$ cat config.mk
export PLATFORM = sky130hd
export DESIGN_NAME = tdm_demux
export DESIGN_NICKNAME = d
export VERILOG_FILES = /design/src/rtl/tdm_demux_pkg.sv /design/src/rtl/tdm_demux_out_reg.sv /design/src/rtl/tdm_demux.sv
export SDC_FILE = /design/constraint.sdc
export NUM_CORES = 1
export LEC_CHECK = 0
export CAP_MARGIN = 0
export CORE_MARGIN = 3
export CORE_UTILIZATION = 35
export DETAILED_ROUTE_END_ITERATION = 12
export PLACE_DENSITY_LB_ADDON = 0.08
export SLEW_MARGIN = 25
export SYNTH_ARGS = -nofsm -noshare
export SYNTH_HDL_FRONTEND = slang
export SYNTH_SLANG_ARGS = --single-unit
export TNS_END_PERCENT = 1
$ cat constraint.sdc
create_clock -name clk -period 1.7 [get_ports clk]
set_input_delay 0.255 -clock clk [delete_from_list [all_inputs] [get_ports clk]]
set_output_delay 0.255 -clock clk [all_outputs]
set_load 0.05 [all_outputs]
$ cat src/rtl/tdm_demux_pkg.sv
// Shared definitions for the TDM mux/demux pair: lane geometry defaults,
// output-register states and the lane bit-offset helper.
package tdm_pkg;

    localparam int unsigned LANES_DEFAULT = 4;
    localparam int unsigned SEL_W_DEFAULT = $clog2(LANES_DEFAULT);

    typedef enum logic {
        OUT_EMPTY = 1'b0,
        OUT_FULL  = 1'b1
    } out_state_e;

    function automatic int unsigned lane_lsb(input int unsigned k, input int unsigned data_w);
        return k * data_w;
    endfunction

endpackage

$ cat src/rtl/tdm_demux_out_reg.sv
// One-entry valid/ready holding register: load wins over consume, data keeps
// its last value after it has been taken.
module tdm_out_reg
    import tdm_pkg::*;
#(
    parameter int unsigned WIDTH = 4
) (
    input  logic             clk,
    input  logic             rst_n,
    input  logic             load,
    input  logic [WIDTH-1:0] load_data,
    input  logic             ready,
    output logic [WIDTH-1:0] data,
    output logic             valid
);

    out_state_e state_q;
    out_state_e state_d;

    always_ff @(posedge clk or negedge rst_n) begin
        if (!rst_n) begin
            state_q <= OUT_EMPTY;
            data    <= '0;
        end else begin
            state_q <= state_d;
            if (load) begin
                data <= load_data;
            end
        end
    end

    // A load in the same cycle as a consume keeps the entry full with no bubble.
    always_comb begin
        state_d = state_q;
        unique case (state_q)
            OUT_EMPTY: if (load) state_d = OUT_FULL;
            OUT_FULL: begin
                if (load)       state_d = OUT_FULL;
                else if (ready) state_d = OUT_EMPTY;
            end
            default: state_d = OUT_EMPTY;
        endcase
    end

    assign valid = (state_q == OUT_FULL);

endmodule

$ cat src/rtl/tdm_demux.sv
// Time-division demultiplexer: steers a serial stream of lane words into lane
// registers and presents each complete frame in parallel with valid/ready.
module tdm_demux
    import tdm_pkg::*;
#(
    parameter int unsigned DATA_W = 1,
    parameter int unsigned LANES  = LANES_DEFAULT,
    parameter int unsigned SEL_W  = $clog2(LANES)
) (
    input  logic                    clk,
    input  logic                    rst_n,
    input  logic [DATA_W-1:0]       din,
    input  logic                    din_valid,
    input  logic                    din_sof,
    output logic                    din_ready,
    output logic [LANES*DATA_W-1:0] dout,
    output logic                    dout_valid,
    input  logic                    dout_ready,
    output logic [SEL_W-1:0]        slot,
    output logic                    frame_err
);

    localparam logic [SEL_W-1:0] LAST_SLOT = SEL_W'(LANES - 1);

    // The last lane is never stored: it goes straight into the output register.
    logic [(LANES-1)*DATA_W-1:0] lane_q;
    logic                        accept;
    logic                        complete;

    assign din_ready = ~(dout_valid & ~dout_ready & (slot == LAST_SLOT));
    assign accept    = din_valid & din_ready;
    assign complete  = accept & ~din_sof & (slot == LAST_SLOT);

    always_ff @(posedge clk or negedge rst_n) begin
        if (!rst_n) begin
            slot      <= '0;
            lane_q    <= '0;
            frame_err <= 1'b0;
        end else begin
            frame_err <= accept & din_sof & (slot != '0);
            if (accept) begin
                if (din_sof) begin
                    lane_q[0 +: DATA_W] <= din;
                    slot                <= SEL_W'(1);
                end else begin
                    for (int unsigned k = 0; k < LANES - 1; k++) begin
                        if (slot == SEL_W'(k)) begin
                            lane_q[lane_lsb(k, DATA_W) +: DATA_W] <= din;
                        end
                    end
                    slot <= slot + SEL_W'(1);
                end
            end
        end
    end

    tdm_out_reg #(
        .WIDTH(LANES * DATA_W)
    ) u_out_reg (
        .clk      (clk),
        .rst_n    (rst_n),
        .load     (complete),
        .load_data({din, lane_q}),
        .ready    (dout_ready),
        .data     (dout),
        .valid    (dout_valid)
    );

endmodule

## Word-level counts from Yosys, hierarchy flattened

Index checks and enable logic that the tools add are counted.

| storage, ports and cells | value |
|---|---|
| register bits | 11 |
| input bits | 6 |
| output and inout bits | 9 |
| logic and storage cells | 35 |

| cells by class | value |
|---|---|
| add/subtract/negate cells | 1 |
| equality and inequality tests | 3 |
| muxes and demuxes | 7 |
| bitwise operators | 11 |
| reductions and logical operators | 6 |

Operators by type and width:

| kind | count |
|---|---|
| 1-bit bitwise AND | 7 |
| 3-bit AND reduction | 2 |
| 1-bit two-way mux | 5 |
| 2-bit == test, second input constant | 2 |
| 1-bit inverter | 4 |
| 2-bit nonzero test | 2 |
| 2-bit by 1-bit adder with 2-bit output, second input constant | 1 |
| 2-bit by 1-bit == test with 1-bit output, second input constant | 1 |
| 2-bit logical NOT | 1 |
| 2-bit two-way mux | 1 |
| 1-bit one-hot mux with 2 select lines | 1 |
| 2-bit AND reduction | 1 |

## Depth between registers and ports, before layout

Gate-level depths: netlist (run 1).

| logic depth | value |
|---|---|
| word-level depth | 9 |
| depth in mapped cells | 4 |
| depth with buffers taken out | 4 |

## Cells and area by module

Synthesis (run 1) repeated with hierarchy kept, for this count alone.

| unflattened totals | value |
|---|---|
| cells, all modules | 37 |
| area total of the unflattened synthesis | 518.0 µm² |

Modules (own cells, without submodules):

| module | times used | cells an instance | area each (µm²) | sequential area each (µm²) |
|---|---|---|---|---|
| tdm_demux | 1 | 26 | 335.3 | 150.1 |
| tdm_out_reg | 1 | 11 | 182.7 | 125.1 |

## Least setup slack after synthesis (run 1)

No wires, ideal clock.

| timing | value |
|---|---|
| path type | reg-to-reg |
| start point | reg slot[1] |
| end point | reg lane_q[0] |
| setup time | 0.125 ns |
| data arrival time | 1.836 ns |
| required time | 1.575 ns |
| path slack | -0.260 ns |
| cell stages (with the launch flop) | 5 |
| buffers on the path | 0 |
| period minus slack after synthesis | 1.960 ns |
| cell sequence | dfrtp_1 ha_1 nand3b_2 o211ai_1 mux2_2 |

| between the ends | value |
|---|---|
| longest elaborated chain between the ends | 5 |
| elaborated cells between the ends (all ways) | 7 |
| those cells by class | eq/ne: 1; bitwise: 3; reduce/logical: 3 |

RTL lines:

| what | RTL line | source |
|---|---|---|
| from (decl) | tdm_demux.sv:19 | `output logic [SEL_W-1:0] slot,` |
| from (signal assigned) | tdm_demux.sv:51 | `slot <= slot + SEL_W'(1);` |
| 2-bit == test | tdm_demux.sv:30 | `assign din_ready = ~(dout_valid & ~dout_ready & (slot == LAST_SLOT));` |
| 1-bit bitwise AND | tdm_demux.sv:30 |  |
| 1-bit inverter | tdm_demux.sv:30 |  |
| net din_ready | tdm_demux.sv:15 | `output logic din_ready,` |
| 1-bit bitwise AND | tdm_demux.sv:31 | `assign accept = din_valid & din_ready;` |
| 2-bit AND reduction (no source line) | -- |  |
| to (signal, indexed assignment) | tdm_demux.sv:43 | `lane_q[0 +: DATA_W] <= din;` |
| to (signal, indexed assignment) | tdm_demux.sv:48 | `lane_q[lane_lsb(k, DATA_W) +: DATA_W] <= din;` |
| to (decl) | tdm_demux.sv:26 | `logic [(LANES-1)*DATA_W-1:0] lane_q;` |

The timed path passes the listed nets, and every way through them passes these cells.
A chain may end at the register's enable or synchronous reset.

## Final worst setup path (run 1)

| timing | value |
|---|---|
| start point | reg slot[0] |
| end point | out din_ready |

| between the ends | value |
|---|---|
| longest elaborated chain between the ends | 3 |

RTL lines:

| what | RTL line |
|---|---|
| 2-bit == test | tdm_demux.sv:30 |
| 1-bit bitwise AND | tdm_demux.sv:30 |
| 1-bit inverter | tdm_demux.sv:30 |
| to (decl) | tdm_demux.sv:15 |

No other way between the ends.

==> flow_summary.yaml, run 1 <==
job:
  drv_cap: 0
cells_and_area:
  area_growth_pct: 34.7
  antenna_cells: 0
  fill_cells: 132
  drive_above_1_share_pct: 42.9
  finalNetCount: 67
  fin_area_um2: 724
setup_path:
  ff2ff_setup_slack_ns: 0.29
  cp_max_fo: 5
  cp_top_family: "flip-flops"
  cp_slowest_cell: "dfrtp_2"
  crit_chain: "ha_1 -> nand3b_4 -> buf_12"
  end_kind: "output port"
  arrival_ns: 1.25
  slowest_delay_ns: 0.43
  cp-start-kind: "register"
  crit_cells: 3
  critPathKind: "register to output port"
  required_ns: 1.44
  reg2reg_depth: 4
  cp.buffers_inverters: 1
drt:
  vias_per_cell: 4.89
  wl_per_cell_um: 14.6
  drtAntennaViolNets: 0
  drc: 0
  drt_iter0_markers: 2
  wirelength_um: 1040
  via_count: 347
  first_pass_iters: 3
die:
  num_rows: 13
  dieArea_mm2: 0.00204
  core_mm2: 0.00137
  die_x_um: 45.2
  initial_core_util_pct: 39.4
  io_pins: 15
  dieHeight_um: 45.2
synthesis:
  synth_top_family_by_area: "multiplexers"
  synth-seq-cells: 11
  synthCells: 38
  synth_mux_area_share_pct: 21.2
  syn_area_um2: 538
  synth_fa_ha_area_share_pct: 9.30
  yosysSeqAreaShare_pct: 51.2
  synth_nets: 48
  ys_warn_count: 0
  synth-simple-area-share_pct: 15.6
  synth-xor-area-share_pct: 0
  synth_cell_type_count: 15
  syn_area_per_cell_um2: 14.2
  synth_compound_area_share_pct: 1.40
clocking:
  cts.sinks: 11
  cts_buffers: 3
  cts_tree: "yes"
  clk-insertion-delay-late_ns: 0.27
  hold_buffers: 0
  cts_max_level: 1
  cts_max_path_buffers: 2
  post_cts_buffers: 0
  clock-root-buffer: "clkbuf_4"
  path_clk_slew_ns: 0.07
  ctsResizeCount: 0
timing:
  report.final.slew_viol_count: 0
  finalCriticalPeriod_ns: 1.50
  setup_violations: 0
  clock.fmax_mhz: 666
  worstMarginPinSlew_ns: 0.490
  tns_ns: 0
  whs_ns: 0.313
  period_share_pct: 88.3
  finClkSkew_ns: 0.00243
  finalHoldViolCount: 0
  grt_setup_unrepaired: "no"
  max_slew_margin_pct: 67.2
grt:
  grt_pass1_wl_um: 1720
  grt_max_degree: 12
  grt_pass1_vias: 377
  grtUsageTotal_pct: 12.4
  grt_overflow_total: 0
  grt_antenna_before_repair: 0
hold_path:
  hp-class: "input port to async pin"
placed_design:
  placed_area_um2: 698
  dpl.hpwl_um: 819
  gp_congestion: 0.728
  port_buffers: 14
status:
  status: "completed"
pwr:
  vdd_drop_max_uv: 828
  leakagePower_nw: 0.381
  p_per_area_mw_per_mm2: 1580
[path summary, 6_finish.rpt]
kind                           start                end
max                          slot[0]          din_ready
min in group clk           lane_q[2]          lane_q[2]
min                            rst_n  u_out_reg.data[3]
max in group asynchronous      rst_n            slot[1]
max reg2reg                  slot[0]          lane_q[0]
min reg2reg                lane_q[2]          lane_q[2]
[area by class of cell]
type                            count  area (µm²)  area share (%)
Clock buffer                        4        26.3            3.63
Inverter                            2        7.51            1.04
Multi-Input combinational cell     25         264            36.4
Sequential cell                    11         278            38.3
Tap cell                           15        18.8            2.59
Timing Repair Buffer               14         130            18.0
[metal layers]
metal	share of wire [%]	up-vias	global-route usage, %
met5	0	-	0
met1	45	165	15.3
li1	-	170	-
met4	0.48	0	8.77
met2	49	10	19.2
met3	5.3	2	2.39
[power by group]
group / total, mW / leakage [nW] / switching, mW / internal [mW]
clock network: 0.183 / 0.0150 / 0.0922 / 0.0908
logic: 0.545 / 0.232 / 0.334 / 0.210
registers: 0.415 / 0.133 / 0.0603 / 0.355
[worst register-to-register path, cell delays in order (launching register included)]
cell,delay [ns]
dfrtp_2,0.39
ha_1,0.26
nand3b_4,0.14
o211ai_1,0.15
mux2_2,0.36
[placed cells by master (no fill, tap or decap), drive strengths merged]
master and n:
nand3 3, inv 2, nand2b 2, clkbuf 4
nor2b 1, dfrtp 11, buf 9, nor2 1
mux2 7, ha 4, o211ai 1, mux2i 2
nand3b 1, nand2 2, nor3b 1, clkdlybuf4s50 5
[sequential cells by signal, summed over array words and instances (netlist names)]
register         cells
u_out_reg.valid      1
lane_q               3
u_out_reg.data       4
frame_err            1
slot                 2
[cell usage after synthesis (all sizes together)]
cell     n  area, µm²
mux2     7       93.8
nand2b   2       12.5
dfrtp   11        275
nand2    2       7.51
nor2     1       3.75
nand3    3       27.5
mux2i    2       20.0
nand3b   1       11.3
nor2b    1       13.8
o211ai   1       7.51
ha       4       50.1
nor3b    1       7.51
inv      2       7.51
[per-stage QoR]
stage / power, mW / util (%) / setup WS (ns) / std cells
floorplan: 0.799 / - / 0.0160 / 38
detailed placement: 0.971 / 51.1 / 0.160 / 67
finish: 1.14 / 53.0 / 0.198 / 71
global placement: 0.952 / 51.1 / 0.197 / 67
CTS: 1.16 / 53.0 / 0.185 / 71
global route: 1.20 / 53.0 / 0.141 / 71
[cell families (layout without fill, tap and decap cells)]
kind of cell / after synthesis / after routing
AO/OA/AOI/OAI: 1 / 1
adder cells (fa/ha/maj): 4 / 4
buffers and inverters: 2 / 20
flip-flops: 11 / 11
multiplexers: 9 / 9
AND/OR/NAND/NOR: 11 / 11
Power figures use the tool's default switching activity.
==> inputs of run 2 (changes only) <==
SLEW_MARGIN = unset   (was 25)
clock period = 1.47 ns   (was 1.7 ns; I/O delays follow)
==> run 2 against run 1 <==
Against the previous run:
- register-to-register slack got worse by 0.18 ns
- sequential power increased by 26%
- largest cell class unchanged
- clock skew decreased by 0.0019 ns
- setup slack got worse by 0.10 ns
- routed wire length decreased by 3.4%
- critical path type unchanged
- global-route usage decreased by 1.3 points
- first-iteration DRC count decreased by 50%
- core utilization increased by 11 points
- power increased by 39%
- via count increased by 4.6%
- largest power group unchanged
- combinational power increased by 56%
- cell area increased by 20%
==> flow_summary.yaml, run 2 (synthesis gave the netlist of run 1 again) <==
pwr:
  switching_share_pct: 39.2
  internal_power_mw: 0.965
  seqPwrFrac_pct: 33.0
  p_per_area_mw_per_mm2: 1830
  leakagePower_nw: 0.435
  clkPwrFrac_pct: 13.6
  power_switching_mw: 0.621
  combPwrFrac_pct: 53.5
  vdd_drop_max_uv: 968
setup_path:
  cp_slowest_cell: "dfrtp_2"
  critPathKind: "register to output port"
  cp_max_fo: 5
  end_kind: "output port"
  ff2ff_setup_slack_ns: 0.11
  cp_top_family: "flip-flops"
  crit_chain: "ha_4 -> nand3b_4 -> buf_12"
  cp-start-kind: "register"
  r2r-start: "slot[1]"
  reg2reg_to: "lane_q[0]"
  reg2reg_depth: 4
  arrival_ns: 1.15
  cp.buffers_inverters: 1
  required_ns: 1.25
  slowest_delay_ns: 0.45
timing:
  max_slew_margin_pct: 68.5
  finClkSkew_ns: 0.000507
  finalHoldViolCount: 0
  setup_violations: 0
  finalCriticalPeriod_ns: 1.38
  worstMarginPinSlew_ns: 0.471
  period_share_pct: 93.6
  whs_ns: 0.266
  setup_ws_ns: 0.0948
  grt_setup_unrepaired: "no"
  clock.fmax_mhz: 727
  report.final.slew_viol_count: 0
cells_and_area:
  final_cells: 75
  drive_above_1_share_pct: 50.0
  finalNetCount: 71
  utilization_pct: 63.6
  largestRegisters: "u_out_reg.data (4), lane_q (3), slot (2)"
  area_growth_pct: 61.4
  top_register: "u_out_reg.data"
  fin_area_um2: 868
  largest_reg_flops: 4
  final_cell_mix: "dfrtp_1, buf_12, clkdlybuf4s50_1"
  antenna_cells: 0
grt:
  grt_pass1_vias: 386
  grt_antenna_before_repair: 0
  grt_max_degree: 12
  grt_overflow_total: 0
  grt_pass1_wl_um: 1600
  grtUsageTotal_pct: 11.1
hold_path:
  hp-class: "input port to async pin"
clocking:
  path_clk_slew_ns: 0.08
  clock-root-buffer: "clkbuf_4"
  ctsResizeCount: 0
  clk-insertion-delay-late_ns: 0.27
  cts_tree: "yes"
  cts_max_path_buffers: 2
  hold_buffers: 0
  cts.sinks: 11
  cts_buffers: 3
  cts_max_level: 1
placed_design:
  dpl.hpwl_um: 814
  gp_congestion: 0.726
  placed_area_um2: 826
  port_buffers: 14
  pre_cts_ws_ns: -0.0234
  dp_cells: 69
drt:
  drc: 0
  drt_iter0_markers: 1
  via_count: 363
  wl_per_cell_um: 13.3
  vias_per_cell: 4.84
  first_pass_iters: 4
  wirelength_um: 1000
  drtAntennaViolNets: 0
die:
  io_pins: 15
  num_rows: 13
  core_mm2: 0.00137
  initial_core_util_pct: 39.4
  dieHeight_um: 45.2
  dieArea_mm2: 0.00204
  die_x_um: 45.2
job:
  drv_cap: 0
status:
  status: "completed"
-- run 2: changes by cell type in the layout (fill, tap and decap cells not counted), sizes merged --
cell	previous run	this run
buf	9	13
clkbuf	4	3
clkinv	0	1
-- run 2: worst reg2reg max path, stage by stage (launching register included) --
cell and delay (ns):
dfrtp_2 0.42, inv_1 0.09, ha_1 0.20, o211ai_1 0.19, mux2_2 0.36
-- run 2: power groups by stage --
stage               clock network (mW)  logic [mW]  registers, mW
global placement                     0       0.809          0.529
floorplan                            0       0.202          0.736
CTS                              0.221       0.858          0.524
detailed placement                   0       0.822          0.538
finish                           0.215       0.849          0.523
global route                     0.228       0.884          0.537
-- run 2: area by class of cell --
class | instances | area (µm²)
Clock inverter | 1 | 5.00
Inverter | 2 | 7.51
Multi-Input combinational cell | 25 | 277
Clock buffer | 3 | 22.5
Fill cell | 115 | 498
Tap cell | 15 | 18.8
Timing Repair Buffer | 18 | 260
Sequential cell | 11 | 278
-- run 2: worst max path at each step --
stage / startpoint / end / slack (ns) / cells after the start
2_1_floorplan: slot[1] / lane_q[0] / -0.1 / 4
3_3_place_gp: din_valid / u_out_reg.data[3] / 0.008 / 4
3_5_place_dp: din_valid / u_out_reg.data[1] / -0.02 / 4
4_1_cts: slot[1] / din_ready / 0.006 / 4
5_1_grt: slot[0] / lane_q[0] / 0.05 / 4
6_report: slot[1] / din_ready / 0.09 / 3
-- run 2: per-stage QoR --
step,power [mW],TNS [ns]
floorplan,0.938,-0.268
global placement,1.34,0
detailed placement,1.36,-0.0866
CTS,1.60,0
global route,1.65,0
finish,1.59,0
-- run 2: routing by layer --
layer	vias up	wire length (µm)	global-route usage, %
met5	-	0	0
met4	0	0	5.26
met3	0	57	2.39
met2	10	526	18.6
met1	179	416	13.4
li1	174	-	-
-- run 2: what timing repair did --
| item | in CTS | in global routing |
|---|---|---|
| buffers inserted | 3 | 0 |
| setup endpoints to repair | 1 | 1 |
| pin swaps | 1 | 1 |
